<file path="config.mk">
export PLATFORM = sky130hd
export DESIGN_NAME = rle_decode
export DESIGN_NICKNAME = d
export VERILOG_FILES = /design/src/rtl/rle_pkg.sv /design/src/rtl/rle_byte_packer.sv /design/src/rtl/rle_decode.sv
export SDC_FILE = /design/constraint.sdc
export NUM_CORES = 1
export LEC_CHECK = 0
export CORE_MARGIN = 4
export CORE_UTILIZATION = 35
export DETAILED_ROUTE_END_ITERATION = 6
export PLACE_DENSITY = 0.57
export SLEW_MARGIN = 20
export SYNTH_ARGS = -nofsm -noshare
export SYNTH_HDL_FRONTEND = slang
export SYNTH_SLANG_ARGS = --single-unit
</file>
<file path="constraint.sdc">
create_clock -name clk -period 5 [get_ports clk]
set_input_delay 1 -clock clk [delete_from_list [all_inputs] [get_ports clk]]
set_output_delay 1 -clock clk [all_outputs]
set_load 0.02 [all_outputs]
</file>
<file path="src/rtl/rle_pkg.sv">
// Shared constants and types for the RLE compressor/decompressor pair.
// A compressed pair is 16 bits: count in the low byte, value in the high byte.
package rle_pkg;

  // Decoder FSM states
  typedef enum logic [2:0] {
    StIdle,
    StRd,
    StLatch,
    StExpand,
    StWr,
    StDone
  } rle_state_e;

  localparam int unsigned PAIR_W     = 16;
  localparam int unsigned WORD_BYTES = 4;
  localparam int unsigned CNT_LSB    = 0;
  localparam int unsigned VAL_LSB    = 8;
  localparam int unsigned CNT_W      = 8;

  // Encoder side: longest run a single pair can describe
  localparam int unsigned MAX_RUN    = 255;

endpackage

</file>
<file path="src/rtl/rle_byte_packer.sv">
// Accumulates bytes into a 32-bit word, little-endian (first byte in [7:0]).
// Ports:
//   clk, nreset      - clock, async active-low reset
//   push, data_byte  - append one byte
//   clear            - drop all held bytes (applied before a same-cycle push)
//   word             - current word, unfilled bytes read as 0
//   full             - 4 bytes held
//   almost_full      - 3 bytes held (next push fills the word)
//   empty            - no bytes held
module rle_byte_packer
  import rle_pkg::*;
(
  input  logic        clk,
  input  logic        nreset,
  input  logic        push,
  input  logic [7:0]  data_byte,
  input  logic        clear,
  output logic [31:0] word,
  output logic        full,
  output logic        almost_full,
  output logic        empty
);

  logic [2:0]  cnt_q, cnt_d;
  logic [31:0] word_q, word_d;

  always_comb begin
    word_d = clear ? 32'd0 : word_q;
    cnt_d  = clear ? 3'd0 : cnt_q;
    if (push && (cnt_d != 3'(WORD_BYTES))) begin
      word_d[{cnt_d[1:0], 3'b000} +: 8] = data_byte;
      cnt_d = cnt_d + 3'd1;
    end
  end

  always_ff @(posedge clk or negedge nreset) begin
    if (!nreset) begin
      cnt_q  <= 3'd0;
      word_q <= 32'd0;
    end else begin
      cnt_q  <= cnt_d;
      word_q <= word_d;
    end
  end

  assign word        = word_q;
  assign full        = (cnt_q == 3'(WORD_BYTES));
  assign almost_full = (cnt_q == 3'(WORD_BYTES - 1));
  assign empty       = (cnt_q == 3'd0);

endmodule

</file>
<file path="src/rtl/rle_decode.sv">
// Run-length decoder: reads {value, count} byte pairs from the shared dpsram
// over port A and writes the expanded bytes back, packed little-endian.
// Ports:
//   clk, nreset           - clock, async active-low reset
//   start                 - one-cycle pulse, honoured only in IDLE/DONE
//   rle_addr, rle_size    - compressed frame location and length in bytes
//   message_addr          - destination of the expanded frame
//   message_size          - expanded bytes emitted
//   done                  - high while in DONE
//   port_A_*              - dpsram master port (read data one cycle after address)
module rle_decode
  import rle_pkg::*;
(
  input  logic        clk,
  input  logic        nreset,
  input  logic        start,
  input  logic [31:0] rle_addr,
  input  logic [31:0] rle_size,
  input  logic [31:0] message_addr,
  output logic [31:0] message_size,
  output logic        done,
  output logic        port_A_clk,
  output logic [15:0] port_A_addr,
  output logic        port_A_we,
  output logic [31:0] port_A_data_in,
  input  logic [31:0] port_A_data_out
);

  rle_state_e       state_q, state_d;
  logic [15:0]      rd_amt_q, rd_amt_d;
  logic [15:0]      wr_amt_q, wr_amt_d;
  logic [31:0]      msg_size_q, msg_size_d;
  logic [31:0]      word_q, word_d;
  logic             pair_sel_q, pair_sel_d;
  logic [CNT_W-1:0] cnt_q, cnt_d;
  logic             done_q;

  logic             pk_push, pk_clear, pk_full, pk_almost_full, pk_empty;
  logic [31:0]      pk_word;
  logic [7:0]       cur_val, pair1_cnt;
  logic             more_words, pair1_valid, next_pair;
  logic [15:0]      rd_addr, wr_addr;
  logic             unused_bits;

  assign cur_val   = pair_sel_q ? word_q[PAIR_W + VAL_LSB +: 8] : word_q[VAL_LSB +: 8];
  assign pair1_cnt = word_q[PAIR_W + CNT_LSB +: 8];

  // rd_amt has already advanced past the current word once it is latched
  assign more_words  = ({16'd0, rd_amt_q} < rle_size);
  // Pair 1 of the final word is padding when the frame ends on a half word
  assign pair1_valid = !(rle_size[1] && !more_words);
  assign next_pair   = !pair_sel_q && pair1_valid;

  assign rd_addr = rle_addr[15:0] + rd_amt_q;
  assign wr_addr = message_addr[15:0] + wr_amt_q;

  assign unused_bits = ^{rle_addr[31:16], message_addr[31:16], pk_full};

  rle_byte_packer u_packer (
    .clk         (clk),
    .nreset      (nreset),
    .push        (pk_push),
    .data_byte   (cur_val),
    .clear       (pk_clear),
    .word        (pk_word),
    .full        (pk_full),
    .almost_full (pk_almost_full),
    .empty       (pk_empty)
  );

  always_comb begin
    state_d    = state_q;
    rd_amt_d   = rd_amt_q;
    wr_amt_d   = wr_amt_q;
    msg_size_d = msg_size_q;
    word_d     = word_q;
    pair_sel_d = pair_sel_q;
    cnt_d      = cnt_q;
    pk_push    = 1'b0;
    pk_clear   = 1'b0;

    unique case (state_q)
      StIdle, StDone: begin
        if (start) begin
          rd_amt_d   = 16'd0;
          wr_amt_d   = 16'd0;
          msg_size_d = 32'd0;
          word_d     = 32'd0;
          pair_sel_d = 1'b0;
          cnt_d      = '0;
          pk_clear   = 1'b1;
          state_d    = (rle_size == 32'd0) ? StDone : StRd;
        end
      end
      StRd: state_d = StLatch;
      StLatch: begin
        word_d     = port_A_data_out;
        rd_amt_d   = rd_amt_q + 16'(WORD_BYTES);
        pair_sel_d = 1'b0;
        cnt_d      = port_A_data_out[CNT_LSB +: CNT_W];
        state_d    = StExpand;
      end
      StExpand: begin
        if (cnt_q != '0) begin
          pk_push    = 1'b1;
          cnt_d      = cnt_q - 8'd1;
          msg_size_d = msg_size_q + 32'd1;
          // Decide the exhaustion step on the last byte so a run ending
          // a word costs no idle cycle; a filled word still wins.
          if (pk_almost_full) begin
            state_d = StWr;
          end else if (cnt_q == 8'd1) begin
            if (next_pair) begin
              pair_sel_d = 1'b1;
              cnt_d      = pair1_cnt;
            end else if (more_words) begin
              state_d = StRd;
            end else begin
              state_d = StWr;
            end
          end
        end else if (next_pair) begin
          pair_sel_d = 1'b1;
          cnt_d      = pair1_cnt;
        end else if (more_words) begin
          state_d = StRd;
        end else if (!pk_empty) begin
          state_d = StWr;
        end else begin
          state_d = StDone;
        end
      end
      StWr: begin
        pk_clear = 1'b1;
        wr_amt_d = wr_amt_q + 16'(WORD_BYTES);
        if ((cnt_q != '0) || next_pair) begin
          state_d = StExpand;
        end else if (more_words) begin
          state_d = StRd;
        end else begin
          state_d = StDone;
        end
      end
      default: state_d = StIdle;
    endcase
  end

  always_ff @(posedge clk or negedge nreset) begin
    if (!nreset) begin
      state_q    <= StIdle;
      rd_amt_q   <= 16'd0;
      wr_amt_q   <= 16'd0;
      msg_size_q <= 32'd0;
      word_q     <= 32'd0;
      pair_sel_q <= 1'b0;
      cnt_q      <= '0;
      done_q     <= 1'b0;
    end else begin
      state_q    <= state_d;
      rd_amt_q   <= rd_amt_d;
      wr_amt_q   <= wr_amt_d;
      msg_size_q <= msg_size_d;
      word_q     <= word_d;
      pair_sel_q <= pair_sel_d;
      cnt_q      <= cnt_d;
      done_q     <= (state_d == StDone);
    end
  end

  always_comb begin
    port_A_addr    = 16'd0;
    port_A_we      = 1'b0;
    port_A_data_in = 32'd0;
    case (state_q)
      StRd, StLatch: port_A_addr = rd_addr;
      StWr: begin
        port_A_addr    = wr_addr;
        port_A_we      = 1'b1;
        port_A_data_in = pk_word;
      end
      default: ;
    endcase
  end

  assign port_A_clk   = clk;
  assign message_size = msg_size_q;
  assign done         = done_q;

endmodule
</file>
; Word level (Yosys, flattened, before mapping)
; Cells that the tools add are included.
; W data, S select, Z words.
[classes]
add_sub_neg = 8
multipliers = 0
div = 0
order_cmp = 1
eq_ne = 14
shifts = 2
muxes = 46
bitwise = 0
n_reduce_logical = 22
[op_table]
columns = op, n
row1 = $mux W32, 5
row2 = $pmux W32 S2, 2
row3 = $pmux W16 S2, 3
row4 = $mux W8, 7
row5 = $mux W3, 13
row6 = $add A16 B16 Y16, 2
row7 = $add A16 B3 Y16 const B, 2
row8 = $add A32 B1 Y32 const B, 1
row9 = $bwmux W32, 1
row10 = $logic_not A32 Y1, 1
row11 = $lt A16 B32 Y1, 1
row12 = $shift A8 B7 Y32 const A, 1
row13 = $shiftx A8 B7 Y32, 1
row14 = $pmux W8 S3, 1
row15 = $mux W16, 1
row16 = $pmux W3 S5, 1
row17 = $ne A3 B3 Y1 const B, 4
row18 = $mux W1, 10
row19 = $eq A3 B2 Y1 const B, 3
row20 = $eq A3 B3 Y1 const B, 3
row21 = $eq A8 B1 Y1 const B, 1
row22 = $reduce_bool A8 Y1, 1
row23 = $sub A8 B1 Y8 const B, 1
row24 = $neg A5 Y7, 1
row25 = 15 further kinds, 26
[word_totals]
ff_bits = 144
latch_bits = 0
ramBits = 0
romBits = 0
input_bits = 131
out_inout_bits = 83
elab_cells = 103
memories = 0

; Longest topological paths before layout
[depth]
word_depth = 11
mapped_depth = 12
depth_no_buf = 10

; Cells and area by module
; A second synthesis with hierarchy kept.
[hier_totals]
cells_unflattened = 982
area_unflattened_um2 = 8740.9
[modules_own_cells]
columns = mod, n_inst, cells_each, area_per_inst_um2, seq_area_each_um2
row1 = rle_decode, 1, 802, 6792.8, 2427.3
row2 = rle_byte_packer, 1, 180, 1948.1, 875.8

==> reports/results.tsv <==
stage	metric	value	unit
status	status	completed	
place	port-buffer-count	181	
sta	min_period	4.87	ns
logic_synthesis	synth_area_leaders	dfrtp_1 40%, ha_1 7.8%, nand2_1 5.8%	
route	dr.first_iter.drc_count	379	
logic_synthesis	synth_seq_cells	132	
route	drc	0	
route	viasPerCell	5.23	
setup_path	reg2reg_depth	10	
power	leakage	0.00488	uW
final_layout	syn_to_final_growth	34.5	%
setup_path	ff2ff_setup_slack	1.92	ns
floorplan	coreArea	0.0229	mm^2
sta	worst_hold_slack	0.499	ns
floorplan	die_w	161	um
setup_path	r2r-start	state_q[0]	
clock_tree	clk_latency	0.54	ns
global_route	grtUsageMet1	25.3	%
setup_path	r2r_end	u_packer.word[10]	
sta	tns	0	ns
logic_synthesis	synth_edf_count	0	
sta	setup_viol_count_final	0	
floorplan	die_area	0.0260	mm^2
place	hpwlAfterDp	17500	um
global_route	grt_most_used_layer	met2	
power	fin_total_pwr	5790	uW
hold_path	min_path_cells	1	
hold_path	hp-class	register to register	
logic_synthesis	syn_nets	1092	
logic_synthesis	syn-mean-instance-area	9.05	um^2
sta	relSlewSlack	29.0	%
global_route	use_met3	4.70	%
global_route	grt_max_degree	68	
final_layout	antenna_cells	0	
setup_path	crit_slowest_cell	clkdlybuf4s50_1	
sta	maxSlewViolCount	0	
sta	finalCritPeriodShare	97.3	%
final_layout	fillers	2174	
logic_synthesis	ys.warnings.count	0	
floorplan	num_rows	55	
setup_path	cp_data_required_time	4.00	ns
place	place_congestion	0.825	
logic_synthesis	synth-async-reset-ratio	100	%
power	peakVddDrop	295	uV
logic_synthesis	synth_most_common_cell	dfrtp_1	
sta	fin_skew	0.00999	ns
hold_path	hold_end	u_packer.word[10]	
clock_tree	cts_hold_buf	0	
route	dr_total_vias	7427	
sta	worst_pin_slew	1.06	ns
clock_tree	clk_pin_slew	0.06	ns
global_route	grt_pass1_vias	7524	
final_layout	finalNetCount	1276	
setup_path	start_kind	input port	
logic_synthesis	synth_top_cell_area_share	40.1	%
setup_path	cp_num_buf_inv	3	
setup_path	cp.arrival	3.87	ns
setup_path	cp_top_family	buffers and inverters	
setup_path	cp_common_cell	clkdlybuf4s50_1	
floorplan	die_h	161	um
sta	rsz0062_at_grt	no	
logic_synthesis	synth_top_area_cell	dfrtp_1	
floorplan	io_pins	214	
logic_synthesis	synth.cell_area	0.00823	mm^2
final_layout	drive_above_1_share	7.68	%
route	routed_wl	24100	um
clock_tree	cts_tree	built	
final_layout	fin_cells	1420	
logic_synthesis	seq_area_frac_synth	40.1	%
global_route	grt_util_met2	30.2	%
setup_path	criticalPathCategory	input port to primary output	
hold_path	holdCritStartpoint	u_packer.word[10]	
global_route	overflow	0	
global_route	antenna_found_initial	1	
setup_path	path_cells	clkdlybuf4s50_1, ha_1, inv_1, or4_1, a31oi_2, a41oi_2, nor2b_1, xor2_1, o22ai_1, clkdlybuf4s50_1	
global_route	grt_usage	18.7	%
route	drtAntennaViolNets	0	
global_route	grt_pass1_wl	39400	um
route	wl_per_cell	17.0	um
floorplan	initial_core_util	35.9	%
setup_path	cp_max_fo	3	
setup_path	cp-end-kind	primary output	
job	max-cap-violations	0	
sta	hold_viol	0	
logic_synthesis	synthCells	910	
logic_synthesis	synth_cell_types	70	
setup_path	slowest_delay	0.63	ns
power	power_density	523	mW/mm^2
route	drtPass1Iterations	5	
logic_synthesis	synth_commonest_cells	132 x dfrtp_1, 127 x nand2_1, 77 x nand3_1, 62 x nor2_1, 51 x ha_1	
logic_synthesis	synth_flop_cell	dfrtp_1	
place	place_inst	1385	
sta	max_freq	0.206	GHz
how the worst max path moves through the flow:
stage / start / endpoint / slack (ns) / depth (start not counted)
finish: message_addr[8] / port_A_addr[14] / 0.13 / 10
global route: rle_addr[3] / port_A_addr[14] / 0.03 / 10
CTS: rle_addr[3] / port_A_addr[15] / 0.04 / 10
detailed placement: rle_addr[3] / port_A_addr[15] / 0.05 / 10
global placement: rle_addr[3] / port_A_addr[15] / 0.04 / 10
floorplan: message_addr[7] / port_A_addr[14] / 1.0 / 8
metal layers:
metal | part of all wire [%] | up-vias
met5 | 0.033 | -
met4 | 1.0 | 2
met3 | 5.8 | 26
met2 | 46 | 207
met1 | 47 | 3538
li1 | - | 3654
what timing repair did:
action | CTS | global route
gates resized for setup | 0 | 6
endpoints found under the setup margin | 0 | 4
endpoints found under the hold margin | 0 | 0
buffers inserted | 0 | 0
metrics by stage:
| stage | util, % | instance area [um^2] | setup slack (ns) |
|---|---|---|---|
| 2_1_floorplan | - | 8230 | 0.999 |
| 4_1_cts | 48.2 | 11000 | 0.0433 |
| 6_report | 48.3 | 11100 | 0.135 |
| 3_5_place_dp | 45.4 | 10400 | 0.0520 |
| 5_1_grt | 48.3 | 11100 | 0.0279 |
| 3_3_place_gp | 45.4 | 10400 | 0.0417 |
registers in the layout (all words and copies together), names as in the netlist:
name and flops:
message_size 32, u_packer.word 32, word_q 24, rd_amt_q 14, wr_amt_q 14, cnt_q 8, state_q 3, u_packer.cnt_q 3
done 1, pair_sel_q 1
where the power goes:
part | switching, uW | internal (uW)
sequential | 362 | 1390
combinational | 1540 | 1140
clock | 588 | 773
cells by family (layout without fill, tap and decap cells):
family,after synthesis,count (layout),synth area share [%]
and+or+nand+nor,383,383,22.9
AOI/OAI and AO/OA,194,194,16.4
DFF,132,132,40.1
buffers and inverters,67,264,3.51
xor gates and xnor gates,60,60,6.38
adders and majority gates,51,51,7.75
muxes,23,23,2.93
cell type report:
cell class              count  area (um^2)  share of cell area, %
clock buffers              21          510                   4.61
clock inverters            15          139                   1.25
inverters                  29          109                  0.983
multi-input cells         711         4670                   42.2
flip-flops and latches    132         3300                   29.8
well taps                 313          392                   3.54
repair buffers            199         1950                   17.6
worst reg2reg max path, cell delays in order (launching register included):
cell      delay [ns]
dfrtp_1         0.55
nand2b_1        0.18
nand2b_1        0.14
inv_2           0.17
nor2_2          0.24
nand2_1         0.23
ha_1            0.43
nor2b_1         0.21
nand3_1         0.09
nor2_1          0.51
a22o_1          0.25
placed cells by master (no fill, tap or decap), drive strengths merged, types with 21 or more instances in the layout:
| master | n |
|---|---|
| o31ai | 21 |
| a21oi | 27 |
| clkdlybuf4s50 | 177 |
| xor2 | 34 |
| inv | 38 |
| dfrtp | 132 |
| o21ai | 45 |
| nand3 | 77 |
| nor2 | 63 |
| nand2 | 127 |
| xnor2 | 26 |
| and2 | 36 |
| ha | 51 |
Note: power is estimated with default switching activity, not from simulation.
